[config.mk]
export PLATFORM = sky130hd
export DESIGN_NAME = sparc_exu_thr_sched_flat
export DESIGN_NICKNAME = d
export VERILOG_FILES = /design/src/rtl/sparc_exu_thr_sched_if.sv /design/src/rtl/sparc_exu_thr_sched.sv /design/src/flat_wrapper.sv
export SDC_FILE = /design/constraint.sdc
export NUM_CORES = 1
export LEC_CHECK = 0
export CAP_MARGIN = 20
export CORE_MARGIN = 3
export CORE_UTILIZATION = 46
export DETAILED_ROUTE_END_ITERATION = 10
export GPL_TIMING_DRIVEN = 1
export HOLD_SLACK_MARGIN = 0.08
export MAX_ROUTING_LAYER = met4
export PLACE_DENSITY = 0.89
export SYNTH_ARGS = -nofsm -noshare
export SYNTH_HDL_FRONTEND = slang
export SYNTH_SLANG_ARGS = --single-unit
[constraint.sdc]
create_clock -name clk -period 4.3 [get_ports clk]
set_input_delay 1.29 -clock clk [delete_from_list [all_inputs] [get_ports clk]]
set_output_delay 1.29 -clock clk [all_outputs]
set_load 0.01 [all_outputs]
[src/rtl/sparc_exu_thr_sched_if.sv]
// ---------------------------------------------------------------------------
// sparc_exu_thr_sched_if
// Bundle between the EXU pipeline control (master) and the four-thread issue
// scheduler (slave).
//   thr_rdy    : per-thread instruction-ready request          (master -> slave)
//   wr_req_s   : S-stage instruction writes a per-thread reg   (master -> slave)
//   ll_e       : instruction in E is long-latency              (master -> slave)
//   kill_e     : kill the instruction in E                     (master -> slave)
//   ll_done    : per-thread long-latency completion pulse      (master -> slave)
//   stall      : global pipe hold                              (master -> slave)
//   thr_s      : one-hot S-stage read select, 0 = no issue     (slave -> master)
//   thr_e/m/w  : one-hot thread id in E/M/W, 0 = bubble        (slave -> master)
//   wen_w      : write-back enable                             (slave -> master)
//   thr_parked : per-thread parked status                      (slave -> master)
// ---------------------------------------------------------------------------
interface sparc_exu_thr_sched_if;
    logic [3:0] thr_rdy;
    logic       wr_req_s;
    logic       ll_e;
    logic       kill_e;
    logic [3:0] ll_done;
    logic       stall;
    logic [3:0] thr_s;
    logic [3:0] thr_e;
    logic [3:0] thr_m;
    logic [3:0] thr_w;
    logic       wen_w;
    logic [3:0] thr_parked;

    modport master (
        output thr_rdy, wr_req_s, ll_e, kill_e, ll_done, stall,
        input  thr_s, thr_e, thr_m, thr_w, wen_w, thr_parked
    );

    modport slave (
        input  thr_rdy, wr_req_s, ll_e, kill_e, ll_done, stall,
        output thr_s, thr_e, thr_m, thr_w, wen_w, thr_parked
    );
endinterface

[src/rtl/sparc_exu_thr_sched.sv]
// ---------------------------------------------------------------------------
// sparc_exu_thr_sched
// Four-thread round-robin issue scheduler. Picks one eligible thread per cycle
// in S, carries the one-hot thread id and write enable through E/M/W to form
// the write-back select, and parks threads with outstanding long-latency ops
// until their completion pulse returns.
//   clk   : core clock, all state on rising edge
//   reset : synchronous active-high reset
//   se    : scan enable, no functional effect
//   bus   : scheduler side of sparc_exu_thr_sched_if (see interface header)
// ---------------------------------------------------------------------------
module sparc_exu_thr_sched (
    input  logic                        clk,
    input  logic                        reset,
    input  logic                        se,
    sparc_exu_thr_sched_if.slave        bus
);

    // Scan enable only matters to the scan-stitched netlist.
    logic se_unused;
    assign se_unused = se;

    logic [3:0] ptr;
    logic [3:0] parked;
    logic [3:0] park_e;
    logic [3:0] elig;
    logic [3:0] grant;
    logic [3:0] thr_s;

    logic [3:0] thr_p0, thr_p1, thr_p2;
    logic       wen_p0, wen_p1, wen_p2;
    logic       vld_p0, vld_p1, vld_p2;

    // First requester at or after the one-hot pointer, wrapping mod 4.
    function automatic logic [3:0] rr_pick(input logic [3:0] req,
                                           input logic [3:0] p);
        logic [3:0] g;
        logic       found;
        logic [1:0] idx;
        g     = '0;
        found = 1'b0;
        idx   = '0;
        for (int s = 0; s < 4; s++) begin
            if (p[s]) begin
                for (int k = 0; k < 4; k++) begin
                    idx = 2'(s + k);
                    if (!found && req[idx]) begin
                        g[idx] = 1'b1;
                        found  = 1'b1;
                    end
                end
            end
        end
        return g;
    endfunction

    // A long-latency op in E parks its thread immediately, so it cannot be
    // re-picked in the same cycle it is discovered.
    assign park_e = thr_p0 & {4{bus.ll_e & ~bus.kill_e & ~bus.stall}};
    assign elig   = bus.thr_rdy & ~parked & ~park_e;
    assign grant  = rr_pick(elig, ptr);
    assign thr_s  = bus.stall ? 4'b0000 : grant;

    always_ff @(posedge clk) begin
        if (reset) begin
            ptr <= 4'b0001;
        end else if (|thr_s) begin
            ptr <= {thr_s[2:0], thr_s[3]};
        end
    end

    // Completion wins over a coincident park; completion is honoured during
    // stall, and a completion for an unparked thread clears nothing.
    always_ff @(posedge clk) begin
        if (reset) begin
            parked <= '0;
        end else begin
            parked <= (parked | park_e) & ~bus.ll_done;
        end
    end

    always_ff @(posedge clk) begin
        if (reset) begin
            thr_p0 <= '0;
            wen_p0 <= 1'b0;
            vld_p0 <= 1'b0;
            thr_p1 <= '0;
            wen_p1 <= 1'b0;
            vld_p1 <= 1'b0;
            thr_p2 <= '0;
            wen_p2 <= 1'b0;
            vld_p2 <= 1'b0;
        end else if (!bus.stall) begin
            // S -> E
            thr_p0 <= thr_s;
            wen_p0 <= bus.wr_req_s & (|thr_s);
            vld_p0 <= |thr_s;
            // E -> M : kill turns the E entry into a bubble
            thr_p1 <= thr_p0 & ~{4{bus.kill_e}};
            wen_p1 <= wen_p0 & ~bus.kill_e;
            vld_p1 <= vld_p0 & ~bus.kill_e;
            // M -> W
            thr_p2 <= thr_p1;
            wen_p2 <= wen_p1;
            vld_p2 <= vld_p1;
        end
    end

    assign bus.thr_s      = thr_s;
    assign bus.thr_e      = thr_p0;
    assign bus.thr_m      = thr_p1;
    assign bus.thr_w      = thr_p2;
    assign bus.wen_w      = wen_p2 & vld_p2 & (|thr_p2);
    assign bus.thr_parked = parked;

endmodule
[src/flat_wrapper.sv]
// flat-port wrapper written by rule: the top's interface ports become plain ports
module sparc_exu_thr_sched_flat 
  (clk, reset, se, bus_thr_rdy, bus_wr_req_s, bus_ll_e, bus_kill_e, bus_ll_done, bus_stall, bus_thr_s, bus_thr_e, bus_thr_m, bus_thr_w, bus_wen_w, bus_thr_parked);
  sparc_exu_thr_sched_if bus_i ();
  input  logic clk;
  input  logic reset;
  input  logic se;
  input wire logic [$bits(bus_i.thr_rdy)-1:0] bus_thr_rdy;
  input wire logic [$bits(bus_i.wr_req_s)-1:0] bus_wr_req_s;
  input wire logic [$bits(bus_i.ll_e)-1:0] bus_ll_e;
  input wire logic [$bits(bus_i.kill_e)-1:0] bus_kill_e;
  input wire logic [$bits(bus_i.ll_done)-1:0] bus_ll_done;
  input wire logic [$bits(bus_i.stall)-1:0] bus_stall;
  output wire logic [$bits(bus_i.thr_s)-1:0] bus_thr_s;
  output wire logic [$bits(bus_i.thr_e)-1:0] bus_thr_e;
  output wire logic [$bits(bus_i.thr_m)-1:0] bus_thr_m;
  output wire logic [$bits(bus_i.thr_w)-1:0] bus_thr_w;
  output wire logic [$bits(bus_i.wen_w)-1:0] bus_wen_w;
  output wire logic [$bits(bus_i.thr_parked)-1:0] bus_thr_parked;
  assign bus_i.thr_rdy = bus_thr_rdy;
  assign bus_i.wr_req_s = bus_wr_req_s;
  assign bus_i.ll_e = bus_ll_e;
  assign bus_i.kill_e = bus_kill_e;
  assign bus_i.ll_done = bus_ll_done;
  assign bus_i.stall = bus_stall;
  assign bus_thr_s = bus_i.thr_s;
  assign bus_thr_e = bus_i.thr_e;
  assign bus_thr_m = bus_i.thr_m;
  assign bus_thr_w = bus_i.thr_w;
  assign bus_wen_w = bus_i.wen_w;
  assign bus_thr_parked = bus_i.thr_parked;
  sparc_exu_thr_sched u_core (.clk(clk), .reset(reset), .se(se), .bus(bus_i));
endmodule
==> metrics.cfg, run 1 <==
[logic_synthesis]
yosysUniqueCellTypes=37
synth_sequential_area_ratio=0.425
post_synth.cell_area_avg_sq_um=8.80
synth.net_count=154
yosys_register_bits=26
yosys_warnings=0
post_synth_instance_area_sq_mm=0.00122
post_synth_inst_count=139

[worst_setup_path]
critPathRequiredTime_ns=3.01
endpoint_kind=output pin
ff2ff_setup_slack_ns=2.26
start_kind=input port
arrival_ns=2.90
path_class=input port to output pin
worst-path-max-fanout=3

[clock_tree]
cts_tree=yes
tritoncts_num_sinks=26
clkLatencyLatePin_ns=0.31
postCtsSetupBuffers=0
clk_pin_slew_worst_paths_ns=0.14
ctsHtreeMaxLevel=1
cts_made_buffers=3
cts.root.buffer_cell=sky130_fd_sc_hd__clkbuf_4
cts-root-to-sink-buffers=2

[power_and_ir_drop]
power_uw=507
power.ir.vdd_worst_uv=343
leakagePower_nw=0.680
power_per_standard_cell_area_mw_per_mm2=291

[placement]
pre_cts_ws_ns=-0.524
dpl.cell_count=209
place_congestion=0.902
place_hpwl_mm=2.28
placed_standard_cell_area_sq_mm=0.00167
io_buffers=34

[timing]
timing.clock.skew_ns=0.00433
finalWorstSetupSlack_ns=0.115
relative_slew_slack=0.691
timing.final.setup_violations=0
slew_violations=0
post_route_clock_period_utilization=0.973
achievable-frequency_mhz=239
unrepaired_setup_endpoints_after_global_routing=no
period_minus_slack_ns=4.19
final_hold_viol_count=0
tightestPinTransition_ns=0.463
hold-worst-slack_ns=0.497

[global_route]
grt_overflow=0
first_global_vias=1203
pin_count_of_the_biggest_net_entering_global_routing=28
grt_first_pass_wirelength_mm=5.09
initial_antenna_violation_count=0
grt_usage=0.199

[hold_path]
type_of_the_most_critical_hold_path=flop to flop

[routing]
drc_violations=0
wl_per_cell_microns=14.7
wl_met3_microns=216
via_count=1186
wl_met2_mm=1.55
number_of_iterations_in_the_first_detailed_routing_pass=5
detail_route.wirelength_mm=3.13
detail_route.vias_per_cell=5.57
met1_length_mm=1.35
drt.antenna.violating_nets=0
dr.max_layer_used=met4
detailedRoute.firstIterationViolations=54

[floorplanning]
design.die.area_sq_mm=0.00331
coreArea_sq_mm=0.00250
initial_core_util=0.489
placementRows=18
die_height_microns=57.6
floorplan.die.width_microns=57.6
pin_count=36

[layout]
area_grow_syn2layout_pct=42.6
n_antenna_cell=0
fin_area_sq_mm=0.00175
final_net_count=199
layout-drive-gt1-share=0.186
layout.cells.non_filler=213
most-common-layout-cells=27 x sky130_fd_sc_hd__clkdlybuf4s50_1, 26 x sky130_fd_sc_hd__dfxtp_1, 20 x sky130_fd_sc_hd__nor2_1, 16 x sky130_fd_sc_hd__a21oi_1, 15 x sky130_fd_sc_hd__buf_4
layout_commonest_cell=sky130_fd_sc_hd__clkdlybuf4s50_1

[run_status]
status=finished, final reports clean

[run]
max-cap-violations=0

-- registers in the layout (all words and copies together) (netlist names), 4 cells and up --
name,flops
u_core.bus.thr_e,4
u_core.bus.thr_m,4
u_core.bus.thr_parked,4
u_core.bus.thr_w,4
u_core.ptr,4
-- synthesized netlist by cell type (all sizes together) --
master | instances | area share
or4 | 1 | 0.0061
o22ai | 1 | 0.010
dfxtp | 26 | 0.43
nor3b | 7 | 0.043
a22oi | 1 | 0.0061
nand2 | 12 | 0.037
buf | 3 | 0.017
nor2b | 5 | 0.026
a31oi | 1 | 0.0051
nor3 | 4 | 0.016
a211o | 1 | 0.0072
mux2i | 6 | 0.049
nand4bb | 4 | 0.050
nor4 | 1 | 0.0051
a311oi | 2 | 0.019
nand3 | 2 | 0.0082
o211ai | 1 | 0.0061
a21oi | 17 | 0.073
a41oi | 1 | 0.0072
nand2b | 1 | 0.0051
o21a | 1 | 0.0061
a2111oi | 1 | 0.012
and3b | 1 | 0.0072
and4 | 1 | 0.0092
a311o | 2 | 0.016
a221oi | 1 | 0.0072
o41a | 1 | 0.0092
clkbuf | 6 | 0.018
or3 | 1 | 0.0051
nand4 | 2 | 0.010
inv | 5 | 0.015
nor2 | 20 | 0.061
-- report_power, final --
| group | total [mW] | switching (mW) | internal (mW) |
|---|---|---|---|
| sequential | 0.260 | 0.0116 | 0.249 |
| combinational | 0.0845 | 0.0386 | 0.0459 |
| clock | 0.162 | 0.0682 | 0.0942 |
-- logic make-up (layout without fill, tap and decap cells) --
family | count (synthesis) | after routing | synth area share
AO/OA/AOI/OAI | 31 | 31 | 0.185
AND/OR/NAND/NOR | 62 | 62 | 0.289
multiplexers | 6 | 6 | 0.0491
buffers and inverters | 14 | 58 | 0.0511
flip-flops | 26 | 26 | 0.425
-- final cells by class --
| cell class | instances | area [sq um] |
|---|---|---|
| inverters | 5 | 18.8 |
| repair buffers | 49 | 433 |
| well taps | 30 | 37.5 |
| clock inverters | 1 | 30.0 |
| clock buffers | 3 | 22.5 |
| flip-flops and latches | 26 | 520 |
| multi-input cells | 99 | 683 |
| fillers | 203 | 754 |
-- worst max-delay path, cell delays in order --
cell and delay [ns]:
sky130_fd_sc_hd__clkdlybuf4s50_1 0.39, sky130_fd_sc_hd__nor2b_2 0.18, sky130_fd_sc_hd__a311oi_2 0.26, sky130_fd_sc_hd__a311oi_1 0.07, sky130_fd_sc_hd__or4_4 0.52, sky130_fd_sc_hd__inv_2 0.07
sky130_fd_sc_hd__buf_2 0.12
-- per-layer routing --
layer	GRT usage	up-vias
met5	-	-
met2	0.335	42
met1	0.235	556
met3	0.0475	2
li1	-	586
met4	0.0530	0
-- through the flow --
stage	util	setup TNS, ns
floorplan	-	0
global route	0.698	0
global placement	0.668	-1.53
detailed placement	0.668	-1.69
finish	0.698	0
CTS	0.689	0
-- repair_timing --
item                                    4_1_cts  5_1_grt
pin swaps                                     2        5
hold buffers                                  0        0
gates resized for setup                      14        7
endpoints found under the setup margin        4        3
-- final timing paths --
check | end | cells after the start | start
worst max-delay path | bus_thr_s[0] | 7 | bus_thr_rdy[2]
worst min-delay path | u_core.vld_p0 | 2 | u_core.vld_p0
worst max register to register | u_core.wen_p0 | 7 | u_core.bus.thr_e[2]
worst min register to register | u_core.vld_p0 | 2 | u_core.vld_p0
Power figures use the tool's default switching activity.
==> run 2: changes to the inputs <==
==> constraint.sdc (replaced) <==
create_clock -name clk -period 4.4 [get_ports clk]
set_input_delay 1.32 -clock clk [delete_from_list [all_inputs] [get_ports clk]]
set_output_delay 1.32 -clock clk [all_outputs]
set_load 0.01 [all_outputs]
==> run 2 against run 1 <==
Core utilization grew 0.75 points; clock skew rose by 0.0086 ns; clock power is essentially flat; cell count grew 0.47%; via count is 0.42% higher; first-iteration DRC count unchanged; largest power group unchanged; total power is 1.3% lower; global-route usage about the same; wire length increased by 3.4%; non-clock buffer count up 1; flip-flop and latch count is the same.
==> metrics.cfg, run 2 (synthesized netlist as in run 1, its figures left out) <==
[run_status]
status=finished, final reports clean

[clock_tree]
cts_tree=yes
cts.root.buffer_cell=sky130_fd_sc_hd__clkbuf_4
cts_made_buffers=3
tritoncts_num_sinks=26
clk_pin_slew_worst_paths_ns=0.15
clkLatencyLatePin_ns=0.32
cts-root-to-sink-buffers=2
ctsHtreeMaxLevel=1

[global_route]
grt_usage=0.199
pin_count_of_the_biggest_net_entering_global_routing=28
grt_first_pass_wirelength_mm=5.11
initial_antenna_violation_count=0
grt_overflow=0
first_global_vias=1229

[hold_path]
holdPathEnd=u_core.vld_p0
hold_path_depth=2
type_of_the_most_critical_hold_path=flop to flop
timing.hold.worst.start=u_core.vld_p0

[run]
max-cap-violations=0

[worst_setup_path]
regToRegEndpoint=u_core.ptr[2]
endpoint_kind=output pin
arrival_ns=3.05
critPathRequiredTime_ns=3.08
worst-path-max-fanout=2
ff2ff_setup_slack_ns=2.29
r2r_start=u_core.bus.thr_e[2]
launching_element_of_the_worst_setup_path=bus_thr_rdy[0]
critical_path.cell_chain=clkdlybuf4s50_1 -> nor2b_1 -> buf_4 -> a22oi_1 -> a221oi_1 -> or3_1 -> inv_2 -> dlygate4sd2_1
timing.critical_path.slowest_stage_cell=sky130_fd_sc_hd__clkdlybuf4s50_1
path_class=input port to output pin
rr_worst_depth=7
start_kind=input port
crit_path_largest_cell_delay_ns=0.41

[layout]
area_grow_syn2layout_pct=44.2
n_antenna_cell=0
final_net_count=200
most-common-layout-cells=28 x sky130_fd_sc_hd__clkdlybuf4s50_1, 26 x sky130_fd_sc_hd__dfxtp_1, 20 x sky130_fd_sc_hd__nor2_1, 16 x sky130_fd_sc_hd__a21oi_1, 16 x sky130_fd_sc_hd__buf_4
layout-drive-gt1-share=0.196
finish.utilization=0.706
fin_area_sq_mm=0.00176
layout_commonest_cell=sky130_fd_sc_hd__clkdlybuf4s50_1
layout.cells.non_filler=214

[floorplanning]
design.die.area_sq_mm=0.00331
initial_core_util=0.489
placementRows=18
floorplan.die.width_microns=57.6
die_height_microns=57.6
coreArea_sq_mm=0.00250
pin_count=36

[power_and_ir_drop]
power.ir.vdd_worst_uv=294
leakagePower_nw=0.689
power_uw=501
power_per_standard_cell_area_mw_per_mm2=284

[routing]
number_of_iterations_in_the_first_detailed_routing_pass=4
detail_route.vias_per_cell=5.57
via_count=1191
detailedRoute.firstIterationViolations=54
wl_met2_mm=1.56
detail_route.wirelength_mm=3.24
drt.antenna.violating_nets=0
wl_per_cell_microns=15.1
met1_length_mm=1.42
wl_met3_microns=228
drc_violations=0
dr.max_layer_used=met4

[placement]
dpl.cell_count=209
placed_standard_cell_area_sq_mm=0.00167
place_hpwl_mm=2.27
place_congestion=0.905
pre_cts_ws_ns=-0.516
io_buffers=34

[timing]
achievable-frequency_mhz=229
period_minus_slack_ns=4.37
relative_slew_slack=0.659
timing.clock.skew_ns=0.0129
timing.final.setup_violations=0
setup-tns-final_ns=0
hold-worst-slack_ns=0.488
tightestPinTransition_ns=0.510
post_route_clock_period_utilization=0.994
final_hold_viol_count=0
slew_violations=0
unrepaired_setup_endpoints_after_global_routing=yes
finalWorstSetupSlack_ns=0.0255

-- run 2: worst max-delay path by stage --
| stage | slack [ns] | end | cells past startpoint |
|---|---|---|---|
| floorplan | 0.50 | bus_thr_s[2] | 6 |
| global placement | -0.47 | bus_thr_s[0] | 7 |
| detailed placement | -0.52 | bus_thr_s[0] | 7 |
| CTS | 0.004 | bus_thr_s[3] | 7 |
| global route | -0.02 | bus_thr_s[1] | 8 |
| finish | 0.03 | bus_thr_s[1] | 8 |
-- run 2: worst max-delay path: cells and delay by family --
kind	cells	cell delay, ns
and+or+nand+nor	2	0.54
AOI/OAI and AO/OA	2	0.31
buffers and inverters	4	0.88
-- run 2: where the power goes --
part / internal, mW / switching [mW]
Clock: 0.0921 / 0.0691
Combinational: 0.0463 / 0.0386
Sequential: 0.243 / 0.0114
-- run 2: final cells by class --
| type | count | area, sq um |
|---|---|---|
| clock inverter | 1 | 30.0 |
| timing repair buffer | 50 | 445 |
| inverter | 5 | 18.8 |
| multi-input combinational | 99 | 689 |
| sequential | 26 | 520 |
| clock buffer | 3 | 22.5 |
| fill | 200 | 736 |
| tap | 30 | 37.5 |
-- run 2: layer usage --
layer  global-route usage  vias up
met1                0.230      549
met2                0.332       52
met4               0.0762        0
met3               0.0452        2
li1                     -      588
met5                    -        -
-- run 2: timing repair --
| action | 4_1_cts | 5_1_grt |
|---|---|---|
| setup buffers | 1 | 0 |
| hold buffers | 0 | 0 |
| pin swaps | 3 | 2 |
| gates resized for setup | 11 | 7 |
| endpoints found under the setup margin | 4 | 4 |
